===== src/rtl/uart_tx_gen2.sv =====
// Purpose: UART transmitter, 5..9 data bits, optional even/odd parity, 1 or 2 stop bits, runtime prescale.
// Latency: start bit drives S_data right after the accepting edge; each bit lasts max(prescale,1) clk cycles.
// Backpressure: ready/data_valid handshake; ready only in IDLE, or while the one-word holding register
//   is empty when UART_TX_HOLD_BUF_EN is defined.
module uart_tx_gen2 #(
    parameter int DATA_WIDTH = 8,
    parameter int PRESCALE_W = 8
) (
    input  logic                  clk,
    input  logic                  rst,
    input  logic [DATA_WIDTH-1:0] p_data,
    input  logic                  data_valid,
    output logic                  ready,
    input  logic                  par_en,
    input  logic                  par_type,
    input  logic                  stop2,
    input  logic [PRESCALE_W-1:0] prescale,
    output logic                  S_data,
    output logic                  BUSY
);

    localparam int IDX_W = (DATA_WIDTH > 1) ? $clog2(DATA_WIDTH) : 1;
    localparam logic [IDX_W-1:0] IDX_LAST = IDX_W'(DATA_WIDTH - 1);

    typedef enum logic [2:0] {
        IDLE   = 3'd0,
        START  = 3'd1,
        DATA   = 3'd2,
        PARITY = 3'd3,
        STOP   = 3'd4
    } state_t;

    // Everything a frame needs, captured once at acceptance. data is shifted
    // out LSB first, so parity is computed up front from the unshifted word.
    typedef struct packed {
        logic [DATA_WIDTH-1:0] data;
        logic                  par_en;
        logic                  parity;
        logic                  stop2;
        logic [PRESCALE_W-1:0] presc;
    } frame_t;

    state_t              state_q, state_d;
    frame_t              frm_q, frm_d;
    frame_t              in_word;
    frame_t              next_word;
    logic [PRESCALE_W-1:0] cnt_q, cnt_d;
    logic [IDX_W-1:0]    bit_idx_q, bit_idx_d;
    logic                stop_idx_q, stop_idx_d;
    logic                rdy_q;
    logic                accept;
    logic                bit_end;
    logic                last_stop;
    logic                next_vld;

`ifdef UART_TX_HOLD_BUF_EN
    frame_t              hold_q, hold_d;
    logic                hold_vld_q, hold_vld_d;
`endif

    // Capture the offered word and config; prescale 0 is treated as 1 cycle per bit.
    always_comb begin
        in_word.data     = p_data;
        in_word.par_en   = par_en;
        in_word.parity   = (^p_data) ^ par_type;
        in_word.stop2    = stop2;
        in_word.presc    = (prescale == '0) ? PRESCALE_W'(1) : prescale;
    end

    assign accept    = data_valid & ready;
    assign bit_end   = (cnt_q == (frm_q.presc - PRESCALE_W'(1)));
    assign last_stop = (state_q == STOP) && bit_end && (!frm_q.stop2 || stop_idx_q);

`ifdef UART_TX_HOLD_BUF_EN
    // A parked word has priority at frame end; otherwise a same-edge accept chains directly.
    assign next_vld  = hold_vld_q | accept;
    assign next_word = hold_vld_q ? hold_q : in_word;
    assign ready     = rdy_q & ((state_q == IDLE) | ~hold_vld_q);
`else
    // Without the holding register ready is low in STOP, so no chaining occurs here.
    assign next_vld  = accept;
    assign next_word = in_word;
    assign ready     = rdy_q & (state_q == IDLE);
`endif

    assign BUSY = (state_q != IDLE);

    // Serial line value follows the current state; idle and stop are high.
    always_comb begin
        S_data = 1'b1;
        case (state_q)
            START:   S_data = 1'b0;
            DATA:    S_data = frm_q.data[0];
            PARITY:  S_data = frm_q.parity;
            default: S_data = 1'b1;
        endcase
    end

    // Next-state, bit-period counter and frame shift logic.
    always_comb begin
        state_d    = state_q;
        frm_d      = frm_q;
        cnt_d      = cnt_q;
        bit_idx_d  = bit_idx_q;
        stop_idx_d = stop_idx_q;

        if (state_q != IDLE) begin
            cnt_d = bit_end ? '0 : (cnt_q + PRESCALE_W'(1));
        end

        case (state_q)
            IDLE: begin
                if (accept) begin
                    state_d = START;
                    frm_d   = in_word;
                    cnt_d   = '0;
                end
            end
            START: begin
                if (bit_end) begin
                    state_d   = DATA;
                    bit_idx_d = '0;
                end
            end
            DATA: begin
                if (bit_end) begin
                    frm_d.data = frm_q.data >> 1;
                    if (bit_idx_q == IDX_LAST) begin
                        state_d    = frm_q.par_en ? PARITY : STOP;
                        stop_idx_d = 1'b0;
                    end else begin
                        bit_idx_d = bit_idx_q + IDX_W'(1);
                    end
                end
            end
            PARITY: begin
                if (bit_end) begin
                    state_d    = STOP;
                    stop_idx_d = 1'b0;
                end
            end
            STOP: begin
                if (bit_end) begin
                    if (!last_stop) begin
                        stop_idx_d = 1'b1;
                    end else if (next_vld) begin
                        state_d = START;
                        frm_d   = next_word;
                    end else begin
                        state_d = IDLE;
                    end
                end
            end
            default: state_d = IDLE;
        endcase
    end

`ifdef UART_TX_HOLD_BUF_EN
    // Holding register: park a mid-frame word, release it when the last stop bit ends.
    always_comb begin
        hold_d     = hold_q;
        hold_vld_d = hold_vld_q;
        if (last_stop && hold_vld_q) begin
            hold_vld_d = 1'b0;
        end else if (accept && (state_q != IDLE) && !last_stop) begin
            hold_vld_d = 1'b1;
            hold_d     = in_word;
        end
    end

    // Holding register storage, cleared by reset.
    always_ff @(posedge clk or negedge rst) begin
        if (!rst) begin
            hold_q     <= '0;
            hold_vld_q <= 1'b0;
        end else begin
            hold_q     <= hold_d;
            hold_vld_q <= hold_vld_d;
        end
    end
`endif

    // State, counters and frame register; ready is held off until the first edge out of reset.
    always_ff @(posedge clk or negedge rst) begin
        if (!rst) begin
            state_q    <= IDLE;
            frm_q      <= '0;
            cnt_q      <= '0;
            bit_idx_q  <= '0;
            stop_idx_q <= 1'b0;
            rdy_q      <= 1'b0;
        end else begin
            state_q    <= state_d;
            frm_q      <= frm_d;
            cnt_q      <= cnt_d;
            bit_idx_q  <= bit_idx_d;
            stop_idx_q <= stop_idx_d;
            rdy_q      <= 1'b1;
        end
    end

endmodule


===== config.mk =====
export PLATFORM = sky130hd
export DESIGN_NAME = uart_tx_gen2
export DESIGN_NICKNAME = d
export VERILOG_FILES = /design/src/rtl/uart_tx_gen2.sv
export SDC_FILE = /design/constraint.sdc
export NUM_CORES = 1
export LEC_CHECK = 0
export CORE_UTILIZATION = 55
export CTS_CLUSTER_DIAMETER = 40
export CTS_CLUSTER_SIZE = 20
export DETAILED_ROUTE_END_ITERATION = 6
export PLACE_DENSITY = 0.79
export SYNTH_ARGS = -nofsm -noshare
export SYNTH_HDL_FRONTEND = slang
export SYNTH_SLANG_ARGS = --single-unit

===== constraint.sdc =====
create_clock -name clk -period 8.2 [get_ports clk]
set_input_delay 0.82 -clock clk [delete_from_list [all_inputs] [get_ports clk]]
set_output_delay 0.82 -clock clk [all_outputs]
set_load 0.02 [all_outputs]

### After elaboration in Yosys (flattened, before gate mapping)

Cells that the tools add are included.
W data, S select, Z words.

| storage, ports and cells | value |
|---|---|
| bits in registers | 35 |
| output and inout port bits | 3 |
| word-level logic and storage cells | 80 |

| cells by class | value |
|---|---|
| $add $sub $neg | 3 |
| equality and inequality tests | 15 |
| multiplexer cells | 32 |
| bitwise logic cells | 3 |
| reduce and logical (&&, ||, !) cells | 17 |

Operator list:

| operator | number |
|---|---|
| $mux W19 | 3 |
| $mux W8 | 6 |
| $mux W3 | 11 |
| $pmux W8 S3 | 1 |
| $pmux W11 S2 | 1 |
| $ne A2 B2 Y1 const B | 9 |
| $pmux W3 S5 | 1 |
| $reduce_bool A3 Y1 | 3 |
| $add A8 B1 Y8 const B | 1 |
| $eq A8 B8 Y1 | 1 |
| $logic_not A8 Y1 | 1 |
| $reduce_and A4 Y1 | 2 |
| $reduce_xor A8 Y1 | 1 |
| $sub A8 B1 Y8 const B | 1 |
| $reduce_and A7 Y1 | 1 |
| $eq A3 B2 Y1 const B | 2 |
| $eq A3 B3 Y1 const B | 2 |
| $mux W1 | 6 |
| $pmux W1 S3 | 2 |
| $pmux W3 S2 | 1 |
| $reduce_and A6 Y1 | 1 |
| $reduce_bool A2 Y1 | 2 |
| $add A3 B1 Y3 const B | 1 |
| $eq A3 B1 Y1 const B | 1 |
| other kinds (7) | 9 |

### Logic depth before layout (Yosys ltp)

Gate-level depths: netlist of run 1.

| logic depth | value |
|---|---|
| word-level depth | 7 |
| mapped depth | 9 |
| gate-level depth less buffers | 8 |

### Worst setup path after synthesis of run 1

Ideal clock, no wire load.

| timing | value |
|---|---|
| path type | reg-to-reg |
| start | reg frm_q[0] in the netlist's numbering |
| end | reg frm_q[11] in the netlist's numbering |
| setup time | 0.123 ns |
| data arrival time | 2.448 ns |
| data required time | 8.077 ns |
| setup slack | 5.629 ns |
| stages on the path, launching flop included | 9 |
| buffers on the path | 1 |
| clock period less this slack | 2.571 ns |
| path through | dfrtp_1 > inv_1 > ha_1 > xnor2_1 > or4_1 > a21o_1 > or4_4 > buf_6 > o221a_1 |

| between the ends | value |
|---|---|
| longest elaborated chain between the ends | 6 |
| elaborated cells on any way between the ends | 8 |
| classes of those cells | add/sub: 1; eq/ne: 4; reduce/logical: 3 |

Ends and longest elaborated chain:

| element | RTL line | RTL |
|---|---|---|
| start: declaration | 44 | `frame_t frm_q, frm_d;` |
| start signal: assignment | 194 | `frm_q <= frm_d;` |
| $sub A8 B1 Y8 (*) | 71 | `assign bit_end = (cnt_q == (frm_q.presc - PRESCALE_W'(1)));` |
| $eq A8 B8 Y1 (*) | 71 |  |
| $logic_and A1 B1 Y1 (2 in a row) | 72 | `assign last_stop = (state_q == STOP) && bit_end && (!frm_q.stop2 \|\| stop_idx_q);` |
| $ne A2 B2 Y1 (no line) | -- |  |
| $reduce_and A4 Y1 (no line) (*) | -- |  |

Every way passes the cells marked *; elsewhere a longest branch is shown, timed or not.
A chain may end at the register's enable or synchronous reset.

### Worst setup path in the final report of run 1

| timing | value |
|---|---|
| start | reg state_q[2] |
| end | out BUSY |

| between the ends | value |
|---|---|
| longest elaborated chain between the ends | 1 |

Ends and longest elaborated chain:

| element | RTL line | RTL |
|---|---|---|
| start: declaration | 43 | `state_t state_q, state_d;` |
| start signal: assignment | 193 | `state_q <= state_d;` |
| $reduce_bool A3 Y1 | 86 | `assign BUSY = (state_q != IDLE);` |
| end: declaration | 19 | `output logic BUSY` |

Every way passes these cells.

==> impl_metrics.env, run 1 <==
export IMPL_cp_slowest_cell="nor3_1"
export IMPL_synth_top_cells_by_area="dfrtp_1 41%, nand2_1 8.5%, xnor2_1 5.8%, o221a_1 4.3%, or2_2 3.0%"
export IMPL_portBuffers=24
export IMPL_num_rows=22
export IMPL_synth_cells=233
export IMPL_hold_buffers=0
export IMPL_ios=25
export IMPL_grt_pass1_vias=1641
export IMPL_yosys_most_used_dff="dfrtp_1"
export IMPL_postSynthAreaPerCell_um2=9.08
export IMPL_cts_buffers_inserted=5
export IMPL_async_reset_ff_share_pct=100
export IMPL_yosys_area_top_type="dfrtp_1"
export IMPL_synth_top_area_share_pct=41.4
export IMPL_status="finished clean"
export IMPL_vias=1745
export IMPL_start_kind="flop"
export IMPL_fin_util_pct=67.2
export IMPL_synth_edf_count=0
export IMPL_antenna_left=0
export IMPL_area_growth_pct=16.4
export IMPL_min_path_type="reg -> reg"
export IMPL_postCtsSetupBuffers=0
export IMPL_synth_fp_nets=259
export IMPL_root_buffer="clkbuf_8"
export IMPL_dp_hpwl_um=3030
export IMPL_maxCapViolCount=0
export IMPL_setup_ws_ns=4.90
export IMPL_tns_ns=0
export IMPL_h_tree_depth=2
export IMPL_clock_fmax_mhz=303
export IMPL_gp_congestion=0.856
export IMPL_antennaDiodeCount=0
export IMPL_relSlewSlack_pct=38.0
export IMPL_syn_cell_area_um2=2110
export IMPL_initialDrtViolationCount=79
export IMPL_final_common_cell="nand2_1"
export IMPL_worst_pin_slew_ns=0.923
export IMPL_post_place_ws_ns=5.22
export IMPL_power_density_nw_per_um2=307
export IMPL_leakage_nw=1.01
export IMPL_clock_latency_ns=0.29
export IMPL_rsz0062_at_grt="false"
export IMPL_first_pass_iters=4
export IMPL_max_stage_delay_ns=0.80
export IMPL_drive_gt1_share_pct=10.9
export IMPL_setup_viol_count_final=0
export IMPL_initial_core_util_pct=57.8
export IMPL_maxSlewViolCount=0
export IMPL_finalClockSkew_ns=0.0101
export IMPL_wirelength_um=4270
export IMPL_worstPathArrival_ns=2.48
export IMPL_clk_path_buf_depth=2
export IMPL_endpoint_kind="output port"
export IMPL_hold_violations=0
export IMPL_fp_dieH_um=64.0
export IMPL_finalNetCount=281
export IMPL_cts_tree="done"
export IMPL_path_class="reg -> out"
export IMPL_fin_area_um2=2460
export IMPL_wl_per_cell_um=14.0
export IMPL_worst_endpoint_required_ns=7.38
export IMPL_core_area_um2=3660
export IMPL_seq_area_frac_synth_pct=41.4
export IMPL_clock_sinks=35
export IMPL_antenna_found_initial=0
export IMPL_yosysUniqueCellTypes=50
export IMPL_routed_via_density=5.74
export IMPL_drc=0
export IMPL_ir_drop_v=0.000180
export IMPL_mostFrequentLayoutCells="48 x nand2_1, 35 x dfrtp_1, 24 x clkdlybuf4s50_1, 14 x xnor2_1, 12 x o21ai_0"
export IMPL_cp_max_fo=10
export IMPL_grt_use_total_pct=24.1
export IMPL_synth_warnings=0
export IMPL_synth_seq_cells=35
export IMPL_period_needed_ns=3.30
export IMPL_die_area_um2=4100
export IMPL_finalCritPeriodShare_pct=40.3
export IMPL_grt_pass1_wl_um=7530
export IMPL_path_clk_slew_ns=0.07
export IMPL_overflow=0
export IMPL_dieWidth_um=64.0
export IMPL_post_cts_resized=0
export IMPL_place_area_um2=2380
export IMPL_path_cells="nor3_1 > inv_1 > clkdlybuf4s50_1"
export IMPL_grt_max_degree=36
power by group:
group | switching [mW] | total [mW] | internal, mW
clock | 0.0643 | 0.124 | 0.0594
sequential | 0.0724 | 0.309 | 0.237
combinational | 0.173 | 0.322 | 0.149
flip-flops by register name (all words and copies together), names as in the netlist:
signal and flops:
cnt_q 8, state_q 3, bit_idx_q 3, frm_q 19, rdy_q 1, stop_idx_q 1
critical path, delay by kind of cell, from the launching register on:
family	cells	cell delay, ns
buffers and inverters	2	0.91
AND/OR/NAND/NOR	1	0.80
flip-flops	1	0.49
layer usage:
layer / share of wire, % / track usage (%)
met5: 0 / 0
met4: 1.6 / 10.8
met3: 4.4 / 6.43
met2: 46 / 36.8
met1: 48 / 32.0
cell type report:
type                    count  area [um^2]
clock inverters             2         12.5
fillers                   307         1200
inverters                   7         26.3
multi-input cells         181         1170
repair buffers             25          248
flip-flops and latches     35          876
clock buffers               6         72.6
well taps                  48         60.1
logic make-up (layout without fill, tap and decap cells):
| group | after synthesis | after routing | share of synthesized area [%] |
|---|---|---|---|
| and+or+nand+nor | 111 | 111 | 27.0 |
| AOI/OAI and AO/OA | 43 | 43 | 16.0 |
| DFF | 35 | 35 | 41.4 |
| xor gates and xnor gates | 17 | 17 | 7.04 |
| buffers and inverters | 17 | 40 | 3.43 |
| muxes | 5 | 5 | 2.49 |
| adders and majority gates | 4 | 4 | 2.37 |
| other | 1 | 1 | 0.177 |
worst paths after layout:
check | from | end | slack (ns) | cells after the start
worst max-delay path | state_q[2] | BUSY | 4.90 | 3
worst min-delay path | frm_q[8] | frm_q[8] | 0.50 | 2
worst max register to register | frm_q[0] | bit_idx_q[0] | 5.32 | 8
worst min register to register | frm_q[8] | frm_q[8] | 0.50 | 2
max in group asynchronous | rst | frm_q[4] | 6.94 | 2
min in group asynchronous | rst | bit_idx_q[0] | 0.94 | 2
synthesized netlist by cell type (all sizes together) (2+ instances only):
| cell type | instances |
|---|---|
| a21o | 2 |
| a21oi | 4 |
| a31oi | 2 |
| and2 | 3 |
| buf | 2 |
| clkbuf | 8 |
| dfrtp | 35 |
| ha | 4 |
| inv | 7 |
| mux2 | 2 |
| mux2i | 3 |
| nand2 | 48 |
| nand3 | 8 |
| nor2 | 10 |
| nor2b | 5 |
| nor3 | 9 |
| nor3b | 2 |
| o211ai | 4 |
| o21ai | 13 |
| o221a | 8 |
| o31ai | 3 |
| or2 | 11 |
| or3 | 3 |
| or4 | 6 |
| xnor2 | 14 |
| xor2 | 3 |
per-stage QoR:
| step | cells | power (mW) | hold WS, ns |
|---|---|---|---|
| 2_1_floorplan | 233 | 0.540 | 0.450 |
| 3_3_place_gp | 296 | 0.619 | 0.483 |
| 3_5_place_dp | 296 | 0.630 | 0.488 |
| 4_1_cts | 304 | 0.755 | 0.506 |
| 5_1_grt | 304 | 0.813 | 0.523 |
| 6_report | 304 | 0.754 | 0.501 |
Note: power is estimated with default switching activity, not from simulation.
==> inputs of run 2 (changes only) <==
==> constraint.sdc (replaced) <==
create_clock -name clk -period 3.3 [get_ports clk]
set_input_delay 0.33 -clock clk [delete_from_list [all_inputs] [get_ports clk]]
set_output_delay 0.33 -clock clk [all_outputs]
set_load 0.02 [all_outputs]
==> run 2 against run 1 <==
Power rose to 2.7 times the previous value. Critical path type is now reg -> reg. Setup slack worse by 4.4 ns. Critical path depth up 5. Critical endpoint is now frm_q[14]. Combinational power up 150%. Largest power group unchanged. Via count down 1.6%. Hold slack worse by 0.062 ns. Die area unchanged. Clock skew down 0.0021 ns. Non-clock buffer count up 1. Cell area up 2.2%.
==> impl_metrics.env, run 2 (synthesized netlist as in run 1, its figures left out) <==
export IMPL_max_stage_delay_ns=0.62
export IMPL_hold_violations=0
export IMPL_area_growth_pct=19.0
export IMPL_cts_tree="done"
export IMPL_antenna_found_initial=0
export IMPL_largest_reg_flops=19
export IMPL_r2r_end="frm_q[14]"
export IMPL_final_cells=305
export IMPL_finalClockSkew_ns=0.00795
export IMPL_reg_top3="frm_q: 19 flops, cnt_q: 8 flops"
export IMPL_root_buffer="clkbuf_8"
export IMPL_top_register="frm_q"
export IMPL_initial_core_util_pct=57.8
export IMPL_grt_use_total_pct=22.8
export IMPL_tns_ns=0
export IMPL_leakage_nw=1.04
export IMPL_path_class="reg -> reg"
export IMPL_reg2reg_slack_ns=0.47
export IMPL_fin_area_um2=2520
export IMPL_finalNetCount=282
export IMPL_routed_via_density=5.63
export IMPL_post_place_ws_ns=0.466
export IMPL_clock_latency_ns=0.29
export IMPL_period_needed_ns=2.83
export IMPL_setup_viol_count_final=0
export IMPL_power_density_nw_per_um2=807
export IMPL_dp_hpwl_um=2880
export IMPL_antennaDiodeCount=0
export IMPL_grt_pass1_vias=1533
export IMPL_wirelength_um=4030
export IMPL_clk_path_buf_depth=2
export IMPL_initialDrtViolationCount=98
export IMPL_place_area_um2=2380
export IMPL_h_tree_depth=2
export IMPL_wl_per_cell_um=13.2
export IMPL_placed_cells=297
export IMPL_hold_buffers=0
export IMPL_clock_fmax_mhz=353
export IMPL_num_rows=22
export IMPL_crit_end="frm_q[14]"
export IMPL_cp_slowest_cell="or4_4"
export IMPL_critPathTopFamily="simple AND/OR/NAND/NOR gates"
export IMPL_timing_critical_path_buf_inv=1
export IMPL_drc=0
export IMPL_gp_congestion=0.806
export IMPL_grt_pass1_wl_um=7050
export IMPL_worst_pin_slew_ns=0.787
export IMPL_worstSetupPathDepth=8
export IMPL_start_kind="flop"
export IMPL_post_cts_resized=0
export IMPL_core_area_um2=3660
export IMPL_path_cells="inv_1 > ha_1 > nor3b_2 > nand2_1 > or4_1 > a21o_1 > or4_4 > o221a_1"
export IMPL_grt_max_degree=36
export IMPL_relSlewSlack_pct=47.4
export IMPL_dieWidth_um=64.0
export IMPL_maxCapViolCount=0
export IMPL_drive_gt1_share_pct=11.3
export IMPL_overflow=0
export IMPL_fp_dieH_um=64.0
export IMPL_first_pass_iters=4
export IMPL_rsz0062_at_grt="false"
export IMPL_portBuffers=24
export IMPL_r2r_start="frm_q[0]"
export IMPL_ir_drop_v=0.000516
export IMPL_setup_ws_ns=0.470
export IMPL_path_clk_slew_ns=0.07
export IMPL_mostFrequentLayoutCells="48 x nand2_1, 35 x dfrtp_1, 24 x clkdlybuf4s50_1, 14 x xnor2_1, 12 x o21ai_0"
export IMPL_postCtsSetupBuffers=0
export IMPL_final_common_cell="nand2_1"
export IMPL_p_total_mw=2.03
export IMPL_status="finished clean"
export IMPL_maxSlewViolCount=0
export IMPL_min_path_type="in -> async"
export IMPL_ios=25
export IMPL_reg2reg_depth=8
export IMPL_antenna_left=0
export IMPL_die_area_um2=4100
export IMPL_worst_endpoint_required_ns=3.47
export IMPL_vias=1717
export IMPL_finalCritPeriodShare_pct=85.7
export IMPL_cp_max_fo=18
export IMPL_worstPathArrival_ns=3.00
export IMPL_cp_startpoint="frm_q[0]"
export IMPL_cts_buffers_inserted=5
export IMPL_clock_sinks=35
export IMPL_endpoint_kind="flop"
run 2: per-stage QoR:
stage                     util, %  hold slack (ns)
after global routing         68.7            0.487
after global placement       65.1            0.471
after detailed placement     65.1            0.482
after CTS                    68.7            0.460
after floorplan                 -           0.0344
final                        68.7            0.439
run 2: how the worst min path moves through the flow:
stage,start,endpoint,slack (ns),cells after the start
after global routing,rst,bit_idx_q[1],0.49,2
after CTS,rst,bit_idx_q[1],0.46,2
after detailed placement,frm_q[9],frm_q[9],0.48,2
after global placement,frm_q[9],frm_q[9],0.47,2
final,rst,bit_idx_q[1],0.44,2
after floorplan,rst,bit_idx_q[0],0.03,0
run 2: where the power goes:
group	leakage (nW)	internal [mW]	switching, mW	total, mW
Clock	0.0654	0.302	0.157	0.459
Combinational	0.547	0.377	0.427	0.804
Sequential	0.426	0.588	0.179	0.767
Total	1.04	1.27	0.763	2.03
run 2: layout make-up:
type	instances	area, um^2
fillers	281	1140
flip-flops and latches	35	876
clock buffers	6	72.6
repair buffers	26	255
multi-input cells	181	1170
well taps	48	60.1
clock inverters	2	60.1
inverters	7	26.3
run 2: per-layer routing:
layer / up-vias / part of all wire [%] / wire length [um] / global-route usage, %
met5: - / 0 / 0 / 0
met3: 7 / 4.0 / 162 / 5.36
li1: 865 / - / - / -
met4: 0 / 2.4 / 95 / 9.38
met2: 40 / 44 / 1760 / 33.6
met1: 805 / 50 / 2010 / 32.0
==> inputs of run 3 (changes only) <==
--- a/config.mk
+++ b/config.mk
@@ -5,11 +5,10 @@
 export SDC_FILE = /design/constraint.sdc
 export NUM_CORES = 1
 export LEC_CHECK = 0
-export CORE_UTILIZATION = 55
+export CORE_UTILIZATION = 40
 export CTS_CLUSTER_DIAMETER = 40
 export CTS_CLUSTER_SIZE = 20
 export DETAILED_ROUTE_END_ITERATION = 6
-export PLACE_DENSITY = 0.79
 export SYNTH_ARGS = -nofsm -noshare
 export SYNTH_HDL_FRONTEND = slang
 export SYNTH_SLANG_ARGS = --single-unit
==> run 3 against run 2 <==
Clock power shrank 25%. Clock skew shrank 0.0015 ns. Hold slack gained 0.022 ns. Final cell count grew 7.9%. Utilization shrank 19 points. Largest power group unchanged.
==> impl_metrics.env, run 3 (synthesized netlist as in run 1, its figures left out) <==
export IMPL_tns_ns=0
export IMPL_start_kind="flop"
export IMPL_gp_congestion=0.740
export IMPL_initialDrtViolationCount=125
export IMPL_path_class="reg -> reg"
export IMPL_portBuffers=24
export IMPL_largest_reg_flops=19
export IMPL_relSlewSlack_pct=54.4
export IMPL_endpoint_kind="flop"
export IMPL_h_tree_depth=2
export IMPL_postCtsSetupBuffers=0
export IMPL_vias=1691
export IMPL_first_pass_iters=5
export IMPL_reg_top3="frm_q: 19 flops, cnt_q: 8 flops"
export IMPL_grt_pass1_vias=1604
export IMPL_path_clk_slew_ns=0.07
export IMPL_switching_share_pct=39.4
export IMPL_seqPwrFrac_pct=39.9
export IMPL_grt_use_total_pct=18.4
export IMPL_clock_latency_ns=0.28
export IMPL_ios=25
export IMPL_grt_max_degree=36
export IMPL_post_cts_resized=0
export IMPL_top_register="frm_q"
export IMPL_setup_ws_ns=0.554
export IMPL_path_cells="inv_1 > ha_1 > xnor2_1 > or4_1 > a21o_1 > or4_4 > mux2_1"
export IMPL_hold_buffers=0
export IMPL_ir_drop_v=0.000400
export IMPL_max_stage_delay_ns=0.56
export IMPL_power_density_nw_per_um2=760
export IMPL_final_common_cell="nand2_1"
export IMPL_min_path_type="in -> async"
export IMPL_core_area_um2=5110
export IMPL_area_growth_pct=19.5
export IMPL_initial_core_util_pct=41.4
export IMPL_grt_pass1_wl_um=7800
export IMPL_combPwrFrac_pct=42.2
export IMPL_die_area_um2=5580
export IMPL_finalClockSkew_ns=0.00642
export IMPL_finalCritPeriodShare_pct=83.2
export IMPL_hold_violations=0
export IMPL_finalNetCount=284
export IMPL_place_area_um2=2430
export IMPL_cts_buffers_inserted=5
export IMPL_num_rows=26
export IMPL_routed_via_density=5.14
export IMPL_antennaDiodeCount=0
export IMPL_cellInternalPower_mw=1.16
export IMPL_maxCapViolCount=0
export IMPL_antenna_found_initial=0
export IMPL_fill_cells=494
export IMPL_fp_dieH_um=74.7
export IMPL_cp_max_fo=11
export IMPL_dp_hpwl_um=3080
export IMPL_wirelength_um=4380
export IMPL_post_place_ws_ns=0.554
export IMPL_status="finished clean"
export IMPL_r2r_start="frm_q[0]"
export IMPL_dieWidth_um=74.7
export IMPL_leakage_nw=1.03
export IMPL_overflow=0
export IMPL_antenna_left=0
export IMPL_p_clk_share_pct=17.8
export IMPL_period_needed_ns=2.75
export IMPL_drive_gt1_share_pct=12.0
export IMPL_setup_viol_count_final=0
export IMPL_cp_startpoint="frm_q[0]"
export IMPL_clk_path_buf_depth=2
export IMPL_netSwitchingPower_mw=0.756
export IMPL_fin_util_pct=49.5
export IMPL_cp_slowest_cell="or4_4"
export IMPL_mostFrequentLayoutCells="48 x nand2_1, 35 x dfrtp_1, 24 x clkdlybuf4s50_1, 14 x xnor2_1, 12 x o21ai_0"
export IMPL_clock_fmax_mhz=364
export IMPL_worst_pin_slew_ns=0.684
export IMPL_drc=0
export IMPL_fin_area_um2=2530
export IMPL_root_buffer="clkbuf_8"
export IMPL_rsz0062_at_grt="false"
export IMPL_cts_tree="done"
export IMPL_worstPathArrival_ns=2.91
export IMPL_clock_sinks=35
export IMPL_worst_endpoint_required_ns=3.46
export IMPL_wl_per_cell_um=13.3
export IMPL_reg2reg_slack_ns=0.55
export IMPL_maxSlewViolCount=0
==> run 3: cell count changes in the layout (fill, tap and decap cells not counted) <==
cell,delta
buf_4,+2
bufinv_16,-2
clkbuf_8,+2
==> run 3: worst paths after layout <==
path                                      to  cells past startpoint
worst min register to register      frm_q[9]                      2
worst min-delay path                cnt_q[0]                      2
min in group clk                    frm_q[9]                      2
worst max register to register  bit_idx_q[0]                      7
worst max-delay path            bit_idx_q[0]                      7
max in group asynchronous          frm_q[18]                      2
==> run 3: layout make-up <==
class / count / area [um^2] / share of cell area, %
Clock buffer: 8 / 100 / 3.96
Inverter: 7 / 26.3 / 1.04
Timing Repair Buffer: 28 / 270 / 10.7
Sequential cell: 35 / 876 / 34.7
Multi-Input combinational cell: 181 / 1170 / 46.2
Tap cell: 70 / 87.6 / 3.47
==> run 3: power groups by stage <==
stage	logic, mW	clock network [mW]	registers (mW)
6_report	0.812	0.343	0.767
5_1_grt	0.917	0.375	0.798
4_1_cts	0.822	0.353	0.764
3_5_place_dp	0.821	0	0.769
3_3_place_gp	0.805	0	0.768
2_1_floorplan	0.642	0	0.701
==> run 3: metal layers <==
layer | wire length, um | track usage [%] | up-vias
met3 | 141 | 3.61 | 5
met5 | 0 | 0 | -
li1 | - | - | 868
met1 | 2280 | 27.0 | 792
met2 | 1910 | 27.3 | 26
met4 | 52 | 5.66 | 0
==> run 3: metrics by stage <==
| step | hold WS (ns) | power, mW | cells |
|---|---|---|---|
| 2_1_floorplan | 0.0344 | 1.34 | 233 |
| 3_3_place_gp | 0.481 | 1.57 | 321 |
| 3_5_place_dp | 0.486 | 1.59 | 321 |
| 4_1_cts | 0.477 | 1.94 | 329 |
| 5_1_grt | 0.524 | 2.09 | 329 |
| 6_report | 0.461 | 1.92 | 329 |
==> run 3: critical path: cells and delay by family, from the launching register on <==
family          cells  cell delay, ns
simple gates        2            1.07
flops               1            0.40
mux                 1            0.32
fa+ha+maj           1            0.31
compound gates      1            0.30
xor+xnor            1            0.12
buf+inv             1            0.08
